===== src/rtl/uart_pkg.sv =====
// Shared types and helpers for the buffered UART receiver.
package uart_pkg;

    typedef enum logic [1:0] {
        PAR_NONE = 2'd0,
        PAR_ODD  = 2'd1,
        PAR_EVEN = 2'd2
    } parity_e;

    typedef enum logic [2:0] {
        RX_IDLE,
        RX_START,
        RX_DATA,
        RX_PARITY,
        RX_STOP
    } rx_state_e;

    function automatic logic majority3(input logic a, input logic b, input logic c);
        return (a & b) | (a & c) | (b & c);
    endfunction

    // Returns the parity bit a transmitter should send; zero-extension keeps parity intact.
    function automatic logic calc_parity(input logic [8:0] data, input parity_e mode);
        case (mode)
            PAR_ODD:  return ~(^data);
            PAR_EVEN: return ^data;
            default:  return 1'b0;
        endcase
    endfunction

endpackage


===== src/rtl/sync_fifo.sv =====
// First-word-fall-through synchronous FIFO; a push into a full FIFO is taken
// only when a pop happens in the same cycle.
module sync_fifo #(
    parameter int WIDTH = 8,
    parameter int DEPTH = 16
) (
    input  logic                   clk,
    input  logic                   rst,
    input  logic                   push,
    input  logic [WIDTH-1:0]       din,
    input  logic                   pop,
    output logic [WIDTH-1:0]       dout,
    output logic                   full,
    output logic                   empty,
    output logic [$clog2(DEPTH):0] count
);
    localparam int AW = $clog2(DEPTH);
    localparam logic [AW:0] FULL_CNT = (AW+1)'(DEPTH);

    logic [WIDTH-1:0] mem [DEPTH];
    logic [AW-1:0]    wr_ptr;
    logic [AW-1:0]    rd_ptr;
    logic             do_push;
    logic             do_pop;

    assign empty   = (count == '0);
    assign full    = (count == FULL_CNT);
    assign do_pop  = pop && !empty;
    assign do_push = push && (!full || do_pop);
    assign dout    = empty ? '0 : mem[rd_ptr];

    always_ff @(posedge clk or posedge rst) begin
        if (rst) begin
            wr_ptr <= '0;
            rd_ptr <= '0;
            count  <= '0;
        end else begin
            if (do_push) wr_ptr <= wr_ptr + 1'b1;
            if (do_pop)  rd_ptr <= rd_ptr + 1'b1;
            case ({do_push, do_pop})
                2'b10:   count <= count + 1'b1;
                2'b01:   count <= count - 1'b1;
                default: count <= count;
            endcase
        end
    end

    always_ff @(posedge clk) begin
        if (do_push) mem[wr_ptr] <= din;
    end

endmodule


===== src/rtl/uart_rx_buffered.sv =====
// Oversampling UART receiver with 3-sample majority voting, optional parity,
// 1/2 stop bits, a character FIFO and sticky error flags.
module uart_rx_buffered
    import uart_pkg::*;
#(
    parameter int CLKS_PER_BIT = 417,
    parameter int DATA_BITS    = 8,
    parameter int PARITY       = 0,
    parameter int STOP_BITS    = 1,
    parameter int FIFO_DEPTH   = 16
) (
    input  logic                          i_Clock,
    input  logic                          i_Rst,
    input  logic                          i_Rx_Serial,
    input  logic                          i_Ready,
    output logic                          o_Valid,
    output logic [DATA_BITS-1:0]          o_Data,
    output logic [$clog2(FIFO_DEPTH):0]   o_Count,
    input  logic                          i_Clear_Err,
    output logic                          o_Frame_Err,
    output logic                          o_Parity_Err,
    output logic                          o_Overrun,
    output rx_state_e                     o_State
);
    localparam int HALF = CLKS_PER_BIT / 2;
    localparam int CW   = $clog2(CLKS_PER_BIT);
    localparam int BW   = (DATA_BITS > 1) ? $clog2(DATA_BITS) : 1;
    localparam logic [CW-1:0] C_S0   = CW'(HALF - 1);
    localparam logic [CW-1:0] C_S1   = CW'(HALF);
    localparam logic [CW-1:0] C_DEC  = CW'(HALF + 1);
    localparam logic [CW-1:0] C_WRAP = CW'(CLKS_PER_BIT - 1);

    rx_state_e            state, state_next;
    logic                 sync1, sync2, rx_s;
    logic                 armed;
    logic [CW-1:0]        bit_cnt;
    logic [BW-1:0]        bit_idx;
    logic                 stop_idx;
    logic                 samp0, samp1;
    logic [DATA_BITS-1:0] shreg;
    logic                 par_bit;
    logic                 stop_low;
    logic                 at_dec, at_wrap, bit_val;
    logic                 complete;
    logic                 frame_bad, par_bad;
    logic                 push, pop, fifo_full, fifo_empty;

    assign rx_s    = sync2;
    assign at_dec  = (bit_cnt == C_DEC);
    assign at_wrap = (bit_cnt == C_WRAP);
    assign bit_val = majority3(samp0, samp1, rx_s);
    assign o_State = state;

    always_ff @(posedge i_Clock or posedge i_Rst) begin
        if (i_Rst) state <= RX_IDLE;
        else       state <= state_next;
    end

    always_comb begin
        state_next = state;
        complete   = 1'b0;
        case (state)
            RX_IDLE:   if (armed && !rx_s) state_next = RX_START;
            RX_START:  if (at_dec && bit_val) state_next = RX_IDLE;
                       else if (at_wrap)      state_next = RX_DATA;
            RX_DATA:   if (at_wrap && bit_idx == BW'(DATA_BITS - 1))
                           state_next = (PARITY != 0) ? RX_PARITY : RX_STOP;
            RX_PARITY: if (at_wrap) state_next = RX_STOP;
            // Finish mid final stop bit so the next start edge is caught promptly.
            RX_STOP:   if (at_dec && stop_idx == 1'(STOP_BITS - 1)) begin
                           state_next = RX_IDLE;
                           complete   = 1'b1;
                       end
            default:   state_next = RX_IDLE;
        endcase
    end

    always_ff @(posedge i_Clock or posedge i_Rst) begin
        if (i_Rst) begin
            sync1    <= 1'b1;
            sync2    <= 1'b1;
            armed    <= 1'b0;
            bit_cnt  <= '0;
            bit_idx  <= '0;
            stop_idx <= 1'b0;
            samp0    <= 1'b1;
            samp1    <= 1'b1;
            shreg    <= '0;
            par_bit  <= 1'b0;
            stop_low <= 1'b0;
        end else begin
            sync1 <= i_Rx_Serial;
            sync2 <= sync1;
            if (state != RX_IDLE) armed <= 1'b0;
            else if (rx_s)        armed <= 1'b1;

            if (state == RX_IDLE || state_next != state || at_wrap) bit_cnt <= '0;
            else                                                      bit_cnt <= bit_cnt + 1'b1;

            if (bit_cnt == C_S0) samp0 <= rx_s;
            if (bit_cnt == C_S1) samp1 <= rx_s;

            if (state == RX_START) begin
                bit_idx  <= '0;
                stop_idx <= 1'b0;
                stop_low <= 1'b0;
            end
            if (state == RX_DATA && at_dec)   shreg   <= {bit_val, shreg[DATA_BITS-1:1]};
            if (state == RX_DATA && at_wrap)  bit_idx <= bit_idx + 1'b1;
            if (state == RX_PARITY && at_dec) par_bit <= bit_val;
            if (state == RX_STOP && at_dec && !bit_val) stop_low <= 1'b1;
            if (state == RX_STOP && at_wrap)  stop_idx <= 1'b1;
        end
    end

    // Commit priority: framing, then parity, then FIFO space.
    assign frame_bad = stop_low || !bit_val;
    assign par_bad   = (PARITY != 0) &&
                       (par_bit != calc_parity(9'(shreg), parity_e'(2'(PARITY))));
    assign pop       = o_Valid && i_Ready;
    assign push      = complete && !frame_bad && !par_bad && (!fifo_full || pop);

    always_ff @(posedge i_Clock or posedge i_Rst) begin
        if (i_Rst) begin
            o_Frame_Err  <= 1'b0;
            o_Parity_Err <= 1'b0;
            o_Overrun    <= 1'b0;
        end else begin
            if (complete && frame_bad)  o_Frame_Err <= 1'b1;
            else if (i_Clear_Err)       o_Frame_Err <= 1'b0;
            if (complete && !frame_bad && par_bad) o_Parity_Err <= 1'b1;
            else if (i_Clear_Err)                  o_Parity_Err <= 1'b0;
            if (complete && !frame_bad && !par_bad && fifo_full && !pop) o_Overrun <= 1'b1;
            else if (i_Clear_Err)                                         o_Overrun <= 1'b0;
        end
    end

    sync_fifo #(
        .WIDTH (DATA_BITS),
        .DEPTH (FIFO_DEPTH)
    ) u_fifo (
        .clk   (i_Clock),
        .rst   (i_Rst),
        .push  (push),
        .din   (shreg),
        .pop   (pop),
        .dout  (o_Data),
        .full  (fifo_full),
        .empty (fifo_empty),
        .count (o_Count)
    );

    assign o_Valid = !fifo_empty;

endmodule


===== config.mk =====
export PLATFORM = sky130hd
export DESIGN_NAME = uart_rx_buffered
export DESIGN_NICKNAME = d
export VERILOG_FILES = /design/src/rtl/uart_pkg.sv /design/src/rtl/sync_fifo.sv /design/src/rtl/uart_rx_buffered.sv
export SDC_FILE = /design/constraint.sdc
export NUM_CORES = 1
export LEC_CHECK = 0
export ABC_CLOCK_PERIOD_IN_PS = 2770
export BUFFER_PORTS_ARGS = -buffer_cell sky130_fd_sc_hd__buf_2
export CAP_MARGIN = 20
export CORE_UTILIZATION = 45
export CTS_BUF_LIST = sky130_fd_sc_hd__clkbuf_8
export CTS_CLUSTER_DIAMETER = 40
export DETAILED_ROUTE_END_ITERATION = 8
export GPL_TIMING_DRIVEN = 0
export PLACE_DENSITY = 0.74
export SLEW_MARGIN = 5
export SYNTH_ARGS = -nofsm -noshare
export SYNTH_HDL_FRONTEND = slang
export SYNTH_SLANG_ARGS = --single-unit

===== constraint.sdc =====
create_clock -name i_Clock -period 2.77 [get_ports i_Clock]
set_input_delay 0.554 -clock i_Clock [delete_from_list [all_inputs] [get_ports i_Clock]]
set_output_delay 0.554 -clock i_Clock [all_outputs]
set_load 0.05 [all_outputs]

==> results of run 1 <==
where the power goes:
part           switching [mW]  internal (mW)  leakage, nW
registers               0.143           2.86         1.68
clock network           0.978          0.834        0.208
logic                    1.89           1.56         1.32
layout make-up:
cell class,count,area (um2)
clock buffers,17,234.0
flip-flops and latches,173,4980
fillers,1208,7048
well taps,216,270.3
inverters,17,63.81
plain buffers,23,190.2
clock inverters,15,183.9
multi-input cells,239,2590
repair buffers,62,498.0
what timing repair did:
| item | in CTS | in global routing |
|---|---|---|
| endpoints found under the setup margin | 81 | 31 |
| buffers inserted | 13 | 16 |
| resized for setup | 59 | 42 |
| hold buffers | 0 | 0 |
| cloned | 0 | 1 |
| pin swaps | 3 | 13 |
placed cells by master, fill, tap and decap left out, types with 5 or more instances in the layout:
cell type	instances
edfxtp_1	128
mux4_2	32
nor2_1	9
buf_2	17
inv_1	13
nor3_2	6
xor2_1	8
nor3_1	9
mux2i_1	6
buf_6	12
mux2_2	8
buf_4	41
ha_1	10
mux2_4	12
o21ai_0	5
clkbuf_1	6
nand2_1	19
o21ai_1	6
and3_1	5
dfrtp_1	37
clkbuf_8	17
xnor2_1	9
o311ai_0	5
nand3_1	12
a21oi_2	9
critical path, cell delays in order (launching register included):
cell and delay, ns:
dfrtp_1 0.37, buf_6 0.16, clkbuf_16 0.16, mux4_2 0.50, mux2_4 0.30, o21ai_2 0.13, a21oi_2 0.06, buf_6 0.17
state kept, by name, indices dropped and copies added, names as in the netlist:
signal / flops
o_Frame_Err: 1
u_fifo.count: 5
shreg: 8
bit_cnt: 9
stop_low: 1
armed: 1
o_State: 3
u_fifo.rd_ptr: 4
sync1: 1
o_Overrun: 1
stop_idx: 1
samp0: 1
u_fifo.mem: 128
rx_s: 1
samp1: 1
bit_idx: 3
u_fifo.wr_ptr: 4
cell families (layout without fill, tap and decap cells):
kind of cell	after synthesis	after routing
mux	61	61
buf+inv	42	134
other cells	1	1
compound gates	46	46
fa+ha+maj	16	16
xor+xnor	17	17
flops	173	173
simple gates	98	98
cell usage after synthesis, types with 4 or more instances:
cell type  count
nand2_1       19
dfstp_2        4
nand3_1       13
inv_1         16
mux2i_1        9
o311ai_0       7
xnor2_1        9
buf_2          8
and3_1         5
clkbuf_1      11
mux2_4         8
o21ai_0       15
nor4b_1        4
mux4_2        32
nor2_1        13
dfrtp_1       41
nor3_1        15
ha_1          14
edfxtp_1     128
mux2_2        12
xor2_1         8
a21oi_1       11
per-layer routing:
metal,global-route usage,vias up,routed length (um)
met3,0.04479,18,612
li1,-,1917,-
met2,0.3131,96,7630
met1,0.2533,2194,6728
met5,0,-,0
met4,0.05882,0,192
through the flow:
step	power (mW)	cells	utilization
6_report	8.271	762	0.5611
5_1_grt	8.656	762	0.5611
4_1_cts	7.972	746	0.5413
3_5_place_dp	5.722	702	0.4982
3_3_place_gp	5.637	693	0.4926
2_1_floorplan	5.080	454	-
worst min path at each step:
| stage | start | to | slack, ns | cells after the start |
|---|---|---|---|---|
| floorplan | sync1 | rx_s | 0.35 | 0 |
| global placement | sync1 | rx_s | 0.35 | 0 |
| detailed placement | sync1 | rx_s | 0.35 | 0 |
| CTS | i_Rst | bit_cnt[2] | 0.05 | 2 |
| global route | i_Rst | u_fifo.count[0] | 0.07 | 2 |
| finish | i_Rst | bit_cnt[2] | 0.07 | 2 |
==> results.toml, run 1 <==
[route]
wl_per_cell_um = 19.90
drtPass1Iterations = 4
drt_iter0_drc = 359
vias = 4225
viasPerCell = 5.545
wl_um = 15160
drc = 0
ant_nets = 0

[synthesis]
synth_area_leaders = "edfxtp_1 (51%), dfrtp_1 (14%), mux4_2 (9.7%)"
ys_ff_latch = 173
synth_flop_cell = "edfxtp_1"
synth_edf_count = 128
synth_area_leader_cell = "edfxtp_1"
synth_fa_ha_area_frac = 0.02798
synthXorXnorAreaFrac = 0.01994
yosysWarnings = 0
syn-num-nets = 474
synth-compound-area-share = 0.03988
postSynthAreaPerCell_um2 = 16.45
async_reset_ff_frac = 0.2601
synth_top_cell_area_share = 0.5147
ys_types = 58
synth-simple-area-share = 0.07674
synthesis.area_mm2 = 0.007467
synth_top_family_by_area = "multiplexers"
syn_inst = 454
synth.area.mux_share = 0.1428
yosysSeqAreaShare = 0.6662

[worst_setup_path]
startpoint = "u_fifo.rd_ptr[1]"
r2r-start = "bit_cnt[5]"
cp.arrival_ns = 2.32
r2r_slack_ns = 0.01
critPathMaxFanout = 6
ff2ff_path_depth = 11
startpoint_type = "flip-flop"
worstPathRequired_ns = 2.22
timing.rr.end = "u_fifo.count[4]"
criticalPathCategory = "reg2out"
critPathCaptureType = "output pin"
critPathCapture = "o_Data[4]"

[power_and_ir_drop]
power.leakage_nw = 3.204
ir_drop_v = 0.0008124
powerDensity_mw_per_mm2 = 918.0

[cells_and_area]
n_antenna_cell = 0
drive_gt1_frac = 0.4158
area_delta_synth_final_pct = 20.66
final_area_mm2 = 0.009010
layout.nets = 553

[sta]
rsz0062_at_grt = "yes"
final.setup_skew_ns = 0.01371
slew_headroom = 0.4969
min_period_over_period = 1.038
fin_crit_ns = 2.875
tns_ns = -0.6672
tightestPinTransition_ns = 0.7535
setup_violations = 8
setup_ws_ns = -0.1048
drv_slew = 0
holdWs_ns = 0.06842
max_clock_freq_mhz = 347.8
hold_viol_final = 0

[placement]
portBuffers = 23
gp_congestion = 0.8230
place_ws_ns = -0.4870
dpl.hpwl_um = 9737
dpl_cell_area_mm2 = 0.008000

[die]
die_w_um = 130.8
io_pins = 25
die_area_mm2 = 0.01711
fp-row-count = 46
core-area_mm2 = 0.01606
die-height_um = 130.8
initial_utilization = 0.4650

[clock_tree]
clock-root-buffer = "clkbuf_8"
worstSkewPairLatency_ns = 0.46
cts_made_buffers = 17
htree_levels = 4
path_clk_slew_ns = 0.09
cts_tree = "built"
cts_max_path_buffers = 2
cts_sinks = 173

[run_status]
violations = "setup timing"
status = "finished with violations"

[grt]
grt_pass1_wl_um = 23320
antenna_found_initial = 0
grt-ovfl-total = 0
grt_use_total = 0.1908
grt_pass1_vias = 4250
grt_max_degree = 29

[run]
drv_cap = 0

[hold_path]
hold_path.class = "in2async"
(Power assumes the default switching activity.)
==> run 2: changes to the inputs <==
- SETUP_SLACK_MARGIN: default -> 0.05
==> run 2 against run 1 <==
  * The run still ends with setup timing left
  * Maximum frequency is essentially flat
  * Clock skew rose by 0.0024 ns
  * Final cell count fell by 1.6%
  * Worst hold slack worse by 0.013 ns
  * Design area decreased by 2.5%
  * Combinational power decreased by 3%
  * Sequential share of layout area increased by 1.4 points
==> results.toml, run 2 (synthesis gave the netlist of run 1 again) <==
[run_status]
status = "finished with violations"
violations = "setup timing"

[placement]
gp_congestion = 0.8204
portBuffers = 23
dpl_cell_area_mm2 = 0.008011
dpl.hpwl_um = 9650

[route]
wl_per_cell_um = 19.93
drt_iter0_drc = 305
viasPerCell = 5.528
ant_nets = 0
drtPass1Iterations = 6
drc = 0
vias = 4146
wl_um = 14950

[sta]
min_period_over_period = 1.038
slew_headroom = 0.4182
rsz0062_at_grt = "yes"
setup_violations = 9
fin_crit_ns = 2.875
tns_ns = -0.7300
max_clock_freq_mhz = 347.8
hold_viol_final = 0
final.setup_skew_ns = 0.01615
tightestPinTransition_ns = 0.8695
drv_slew = 0
setup_ws_ns = -0.1053

[cells_and_area]
layout.nets = 541
largest_reg_flops = 128
regMostFlops = "u_fifo.mem"
filler_cell_count = 1287
layout_commonest_cell = "edfxtp_1"
n_antenna_cell = 0
final_area_mm2 = 0.008785
regArea_mm2 = 0.004981
largest_registers = "u_fifo.mem x128, bit_cnt x9, shreg x8"
drive_gt1_frac = 0.3745
area_delta_synth_final_pct = 17.64
post-route-util = 0.5471
layout_common_cells = "edfxtp_1 (128), dfrtp_1 (36), mux4_2 (32)"
multi_input_area_mm2 = 0.002489

[grt]
grt_use_total = 0.1894
grt_max_degree = 30
grt_pass1_vias = 4233
antenna_found_initial = 0
grt-ovfl-total = 0
grt_pass1_wl_um = 23090

[power_and_ir_drop]
power.total_mw = 8.042
power.leakage_nw = 3.157
ir_drop_v = 0.0009527
powerDensity_mw_per_mm2 = 915.5

[die]
die-height_um = 130.8
fp-row-count = 46
core-area_mm2 = 0.01606
initial_utilization = 0.4650
die_area_mm2 = 0.01711
die_w_um = 130.8
io_pins = 25

[clock_tree]
htree_levels = 4
cts_max_path_buffers = 2
cts_tree = "built"
clock-root-buffer = "clkbuf_8"
ctsHoldBuffers = 0
worstSkewPairLatency_ns = 0.46
path_clk_slew_ns = 0.09
cts_made_buffers = 17
cts_sinks = 173

[run]
drv_cap = 0

[worst_setup_path]
critPathMaxFanout = 6
critPathCaptureType = "output pin"
criticalPathCategory = "reg2out"
r2r_slack_ns = -0.03
cp.arrival_ns = 2.32
startpoint = "u_fifo.rd_ptr[1]"
r2r-start = "rx_s"
worstPathRequired_ns = 2.22
startpoint_type = "flip-flop"

[hold_path]
hold_path.class = "in2async"
## run 2: final timing paths
kind | cells past startpoint | endpoint
max | 7 | o_Data[4]
min | 2 | bit_cnt[7]
max reg2reg | 11 | u_fifo.count[4]
min reg2reg | 0 | rx_s
max in group asynchronous | 3 | o_State[1]
min in group i_Clock | 1 | sync1
## run 2: per-stage QoR
stage                     worst slack (ns)  instances  hold slack (ns)
after floorplan                   -0.05391        454           0.3452
final                              -0.1053        750          0.05507
after CTS                          -0.1742        746          0.03704
after detailed placement           -0.3971        700           0.3482
after global routing               -0.1804        750          0.07061
after global placement             -0.9029        693           0.3466
## run 2: routing by layer
metal	vias up	global-route usage	routed length (um)
met3	19	0.04479	840
met1	2106	0.2490	6448
li1	1887	-	-
met4	0	0.06491	248
met5	-	0	0
met2	134	0.3100	7412
## run 2: area by class of cell
class / instances / share of cell area
Sequential cell: 173 / 0.5670
Multi-Input combinational cell: 239 / 0.2833
Timing Repair Buffer: 48 / 0.04615
Tap cell: 216 / 0.03076
Clock buffer: 17 / 0.02663
Buffer: 25 / 0.02307
Clock inverter: 15 / 0.01581
Inverter: 17 / 0.007264
## run 2: what timing repair did
| action | 4_1_cts | 5_1_grt |
|---|---|---|
| endpoints found under the setup margin | 79 | 10 |
| gates resized for setup | 63 | 11 |
| buffers inserted | 14 | 3 |
| pin swaps | 6 | 3 |
| cloned | 0 | 1 |
## run 2: report_power, final
part / internal, mW / switching (mW) / leakage, nW
logic: 1.49 / 1.85 / 1.27
clock network: 0.729 / 0.971 / 0.203
registers: 2.87 / 0.135 / 1.68
## run 2: critical path: stages, from the launching register on
cell and delay, ns:
dfrtp_1 0.37, buf_6 0.18, clkbuf_16 0.17, mux4_2 0.49, mux2_4 0.30, o21ai_2 0.12, a21oi_2 0.06, buf_6 0.17
